[src/rtl/branch_predictor.sv]
// Dynamic branch direction predictor: PHT of 2-bit saturating counters with
// static, bimodal and gshare indexing, a post-reset init sweep and statistics.
module branch_predictor #(
  parameter int unsigned PHT_DEPTH = 256,
  parameter int unsigned GHR_WIDTH = 8,
  parameter int unsigned MODE      = 2,
  parameter logic [1:0]  CTR_INIT  = 2'b01,
  localparam int unsigned IDX_W    = $clog2(PHT_DEPTH)
) (
  input  logic             clk,
  input  logic             rst,
  input  logic [31:0]      pcF,
  output logic             predict_takenF,
  output logic [IDX_W-1:0] predict_indexF,
  output logic             ready,
  input  logic             update_en,
  input  logic [IDX_W-1:0] update_index,
  input  logic             update_taken,
  input  logic             update_mispredict,
  output logic [31:0]      branch_cnt,
  output logic [31:0]      mispredict_cnt
);

  typedef enum logic {INIT, RUN} state_e;

  localparam logic [IDX_W-1:0] LAST_IDX = IDX_W'(PHT_DEPTH - 1);

  state_e                 state;
  logic [IDX_W-1:0]       initPtr;
  logic [GHR_WIDTH-1:0]   ghr;
  logic [1:0]             pht [PHT_DEPTH];
  logic [IDX_W-1:0]       pcIdx;
  logic [1:0]             ctrOld;
  logic [1:0]             ctrNext;
  logic                   unusedPcBits;

  assign pcIdx        = pcF[IDX_W+1:2];
  assign unusedPcBits = ^{pcF[31:IDX_W+2], pcF[1:0]};

  always_comb begin
    predict_indexF = pcIdx;
    if (MODE == 2) predict_indexF = pcIdx ^ IDX_W'(ghr);
  end

  assign predict_takenF = (MODE != 0) && ready && pht[predict_indexF][1];

  always_comb begin
    ctrOld  = pht[update_index];
    ctrNext = ctrOld;
    if (update_taken && ctrOld != 2'b11)      ctrNext = ctrOld + 2'b01;
    else if (!update_taken && ctrOld != 2'b00) ctrNext = ctrOld - 2'b01;
  end

  // Table storage is not reset; the sweep below defines its contents.
  always_ff @(posedge clk) begin
    if (rst) begin
      if (state == INIT)                        pht[initPtr] <= CTR_INIT;
      else if (update_en && MODE != 0)          pht[update_index] <= ctrNext;
    end
  end

  always_ff @(posedge clk) begin
    if (!rst) begin
      state          <= INIT;
      initPtr        <= '0;
      ghr            <= '0;
      ready          <= 1'b0;
      branch_cnt     <= '0;
      mispredict_cnt <= '0;
    end else begin
      case (state)
        INIT: begin
          initPtr <= initPtr + IDX_W'(1);
          if (initPtr == LAST_IDX) begin
            state <= RUN;
            ready <= 1'b1;
          end
        end
        RUN: begin
          if (update_en) begin
            branch_cnt <= branch_cnt + 32'd1;
            if (update_mispredict) mispredict_cnt <= mispredict_cnt + 32'd1;
            // Non-speculative history: shifts only on resolution.
            if (MODE == 2) ghr <= GHR_WIDTH'({ghr, update_taken});
          end
        end
        default: state <= INIT;
      endcase
    end
  end

endmodule
[config.mk]
export PLATFORM = sky130hd
export DESIGN_NAME = branch_predictor
export DESIGN_NICKNAME = d
export VERILOG_FILES = /design/src/rtl/branch_predictor.sv
export SDC_FILE = /design/constraint.sdc
export NUM_CORES = 1
export LEC_CHECK = 0
export BUFFER_PORTS_ARGS = -buffer_cell sky130_fd_sc_hd__buf_2
export CAP_MARGIN = 40
export CORE_MARGIN = 2
export CORE_UTILIZATION = 35
export DETAILED_ROUTE_END_ITERATION = 10
export HOLD_SLACK_MARGIN = 0.05
export PLACE_DENSITY = 0.5
export SLEW_MARGIN = 20
export SYNTH_ARGS = -nofsm -noshare
export SYNTH_HDL_FRONTEND = slang
export SYNTH_SLANG_ARGS = --single-unit
[constraint.sdc]
create_clock -name clk -period 18.8 [get_ports clk]
set_clock_uncertainty 0.2 [all_clocks]
set_input_delay 2.82 -clock clk [delete_from_list [all_inputs] [get_ports clk]]
set_output_delay 2.82 -clock clk [all_outputs]
set_load 0.01 [all_outputs]
==> results_tabular.tex <==
\begin{tabular}{lr}
\hline
Metric & Value \\
\hline
\multicolumn{2}{l}{\textbf{Drt}} \\
Total vias in the final route & 16.39k \\
Count of unresolved DRC violations after routing & 0 \\
Routed wirelength normalized by instance count & 25.45 µm \\
WL final & 75860 µm \\
Detailed-routing iteration count for the pre-antenna-repair pass & 5 \\
Routed Antenna Nets & 0 \\
Routed via count divided by cell count & 5.496 \\
Starting DRC count in detailed routing & 1375 \\
\multicolumn{2}{l}{\textbf{Synthesis}} \\
Prevailing post-synth register cell & sky130\_fd\_sc\_hd\_\_edfxtp\_1 \\
Number of enable-type register cells in the synthesized netlist & 512 \\
FF+latch count, synth & 594 \\
Number of warning messages in the yosys log & 0 \\
Share of flip-flops with an asynchronous set or reset & 0\% \\
Ranking of synthesized cells by area & sky130\_fd\_sc\_hd\_\_edfxtp\_1 57\%, sky130\_fd\_sc\_hd\_\_mux4\_2 16\%, sky130\_fd\_sc\_hd\_\_dfxtp\_1 6.1\%, sky130\_fd\_sc\_hd\_\_nor2\_1 4.1\%, sky130\_fd\_sc\_hd\_\_nand2\_1 1.6\% \\
Net count of the mapped netlist & 1858 \\
Post-synth design cell area & 0.02707 mm² \\
Leading cell types by count after synthesis & 512 x sky130\_fd\_sc\_hd\_\_edfxtp\_1, 293 x sky130\_fd\_sc\_hd\_\_nor2\_1, 189 x sky130\_fd\_sc\_hd\_\_mux4\_2, 115 x sky130\_fd\_sc\_hd\_\_nand2\_1, 82 x sky130\_fd\_sc\_hd\_\_dfxtp\_1 \\
Top-area cell type share of the netlist area & 56.79\% \\
Post-synth cell types & 57 \\
Gate count after technology mapping & 1808 \\
Most frequent cell after synthesis & sky130\_fd\_sc\_hd\_\_edfxtp\_1 \\
Mean instance size in the synthesized netlist & 14.97 µm² \\
Post-synth top area cell & sky130\_fd\_sc\_hd\_\_edfxtp\_1 \\
Part of the Yosys area used for sequential elements & 62.85\% \\
\multicolumn{2}{l}{\textbf{GRT}} \\
Grt ovf & 0 \\
Via count of the first global-routing pass & 16.80k \\
Global-route wire length before repair & 112100 µm \\
Maximum number of pins on one net before global-route repair & 93 \\
Initial antenna violation count & 2 \\
Gr usage total & 19.29\% \\
\multicolumn{2}{l}{\textbf{Power and ir drop}} \\
Cell leakage power & 0.01059 µW \\
Power density over the cells & 91.32 mW/mm² \\
Peak ir drop on the vdd network & 48.17 µV \\
\multicolumn{2}{l}{\textbf{Outcome}} \\
Status & complete, no violations \\
\multicolumn{2}{l}{\textbf{Critical path}} \\
Crit path cell chain & buf\_2 -> xor2\_4 -> buf\_4 -> buf\_16 -> buf\_4 -> mux4\_2 -> a22oi\_1 -> a21oi\_1 -> o21ai\_0 -> nand3\_1 -> o211ai\_1 -> a31oi\_1 -> buf\_2 \\
Crit path max-delay family & buffers and inverters \\
Slowest stage cell, crit path & sky130\_fd\_sc\_hd\_\_mux4\_2 \\
CP bufs+invs & 5 \\
Critical Path Max Stage Delay & 0.62 ns \\
Register-to-Register Setup Slack & 13.85 ns \\
Critical path fanouts, max & 29 \\
Crit path required time & 15.78 ns \\
Data arrival time of the critical path & 6.58 ns \\
Path type of the worst setup path & input pin to primary output \\
Setup crit end kind & primary output \\
Worst setup SP type & input pin \\
\multicolumn{2}{l}{\textbf{Timing}} \\
Setup TNS & 0 ns \\
Setup repair after global routing missed its margin & false \\
Relative max-transition margin & 39.84\% \\
Setup violations, final & 0 \\
Share of the clock period used by the worst path after layout & 51.06\% \\
Min Clock Period, post-route & 9.600 ns \\
Number of hold violations in the final report & 0 \\
Transition time at the pin with the least slew margin & 0.8948 ns \\
Number of pins exceeding their max-slew limit in the final report & 0 \\
Timing-limited maximum frequency & 0.1042 GHz \\
\multicolumn{2}{l}{\textbf{Floorplan}} \\
Starting density of the core & 35.53\% \\
Boundary pin count & 119 \\
Total Die Area & 0.07960 mm² \\
Number of cell rows & 101 \\
Horiz. Die Dim & 282.1 µm \\
Floorplan core area & 0.07620 mm² \\
Floorplan die height & 282.1 µm \\
\multicolumn{2}{l}{\textbf{Clock tree}} \\
Post-CTS repair timing setup buffer count & 0 \\
Clock slew seen by the registers of the worst setup and hold paths & 0.06 ns \\
Number of H-tree levels & 3 \\
Master cell of the clock root buffer & sky130\_fd\_sc\_hd\_\_clkbuf\_16 \\
Number of CTS-inserted buffers & 68 \\
Hold-fix buffers, CTS & 0 \\
Clock tree from TritonCTS & yes \\
Number of gates given a new drive strength after cts & 0 \\
Buffer depth of the longest clock path & 3 \\
Clock latency reported for the late side of the worst-skew pair & 0.61 ns \\
CTS Sinks & 594 \\
\multicolumn{2}{l}{\textbf{Flow run}} \\
Number of max-cap violations & 0 \\
\multicolumn{2}{l}{\textbf{Placement}} \\
Port buffer count & 94 \\
Detailed placement HPWL & 47440 µm \\
Final estimated routing congestion in global placement & 0.7917 \\
\multicolumn{2}{l}{\textbf{Layout}} \\
Synthesis-to-layout area growth & 14.35\% \\
Net count, final & 1953 \\
Share of cells above drive strength 1 & 22.97\% \\
Count of filler cells inserted in the layout & 6976 \\
Final cell utilization of the core & 40.63\% \\
\multicolumn{2}{l}{\textbf{Min path}} \\
Type of the most critical hold path & flop to flop \\
\hline
\end{tabular}
-- metal layers --
| layer | GRT usage [%] | part of all wire, % | wire length [µm] |
|---|---|---|---|
| met3 | 3.329 | 6.9 | 5236 |
| met5 | 0 | 0.017 | 13 |
| met4 | 5.535 | 2.2 | 1645 |
| met1 | 26.58 | 43 | 32710 |
| met2 | 31.46 | 48 | 36250 |
-- cell usage in the layout, fill, tap and decap left out, types with 11 or more instances in the layout --
cell,count
sky130_fd_sc_hd__a21boi_0,21
sky130_fd_sc_hd__a21oi_1,14
sky130_fd_sc_hd__a22oi_1,23
sky130_fd_sc_hd__and2_1,60
sky130_fd_sc_hd__and3_1,15
sky130_fd_sc_hd__buf_2,94
sky130_fd_sc_hd__buf_4,41
sky130_fd_sc_hd__clkbuf_1,13
sky130_fd_sc_hd__clkbuf_16,71
sky130_fd_sc_hd__clkinv_1,12
sky130_fd_sc_hd__clkinv_2,12
sky130_fd_sc_hd__dfxtp_1,82
sky130_fd_sc_hd__edfxtp_1,512
sky130_fd_sc_hd__inv_1,11
sky130_fd_sc_hd__mux2i_1,41
sky130_fd_sc_hd__mux4_2,189
sky130_fd_sc_hd__nand2_1,110
sky130_fd_sc_hd__nand3_1,48
sky130_fd_sc_hd__nand4_1,24
sky130_fd_sc_hd__nor2_1,293
sky130_fd_sc_hd__nor2b_1,12
sky130_fd_sc_hd__o21ai_0,24
sky130_fd_sc_hd__xnor2_1,48
sky130_fd_sc_hd__xor2_1,16
-- worst reg2reg max path: stages, from the launching register on --
cell	delay (ns)
sky130_fd_sc_hd__edfxtp_1	0.36
sky130_fd_sc_hd__mux4_2	0.50
sky130_fd_sc_hd__mux4_2	0.49
sky130_fd_sc_hd__nor3_1	0.28
sky130_fd_sc_hd__a31oi_1	0.13
sky130_fd_sc_hd__and4_1	0.29
sky130_fd_sc_hd__nor4_4	0.35
sky130_fd_sc_hd__inv_1	0.08
sky130_fd_sc_hd__ha_1	0.21
sky130_fd_sc_hd__o21ai_0	0.16
sky130_fd_sc_hd__a31oi_1	0.07
sky130_fd_sc_hd__nor3_2	0.23
sky130_fd_sc_hd__buf_4	0.56
sky130_fd_sc_hd__buf_4	0.68
-- report_power, final --
part	switching, µW	internal [µW]
registers	1.20	1410
clock network	528	751
logic	85.0	50.2
total	615	2210
-- registers in the layout (all words and copies together) (netlist names) --
| register | count |
|---|---|
| pht | 512 |
| branch_cnt | 32 |
| mispredict_cnt | 32 |
| ghr | 8 |
| initPtr | 8 |
| state | 1 |
| ready | 1 |
-- cells by family after synthesis --
family | after synthesis | synth area share, %
mux | 244 | 18.26
flops | 594 | 62.85
fa+ha+maj | 5 | 0.2311
xor+xnor | 66 | 2.135
compound gates | 148 | 3.822
simple gates | 617 | 10.41
buf+inv | 134 | 2.292
-- through the flow --
stage	power (µW)	cell area [µm²]	setup slack [ns]	cells	hold slack, ns
2_1_floorplan	1527	27070	1.467	1808	0.2553
3_3_place_gp	1573	28630	8.901	2850	0.2670
3_5_place_dp	1577	28820	9.145	2862	0.2711
4_1_cts	2855	30940	9.132	2979	0.2783
5_1_grt	2911	30960	8.965	2980	0.2897
6_report	2827	30960	9.200	2981	0.2740
-- path summary, 6_finish.rpt --
| check | startpoint | endpoint | cells past startpoint |
|---|---|---|---|
| max | pcF[2] | predict_takenF | 13 |
| min | ghr[7] | ghr[7] | 2 |
| max reg2reg | pht[139][0] | pht[20][1] | 13 |
| min reg2reg | ghr[7] | ghr[7] | 2 |
-- area by class of cell --
class,instances,area (µm²),area share [%]
flip-flops and latches,594,17020,54.96
multi-input cells,1080,9499,30.68
clock buffers,86,1853,5.985
well taps,1030,1289,4.162
repair buffers,145,985.9,3.184
clock inverters,31,262.8,0.8487
inverters,14,52.55,0.1697
diodes,1,2.502,0.008082
(Power assumes the default switching activity.)
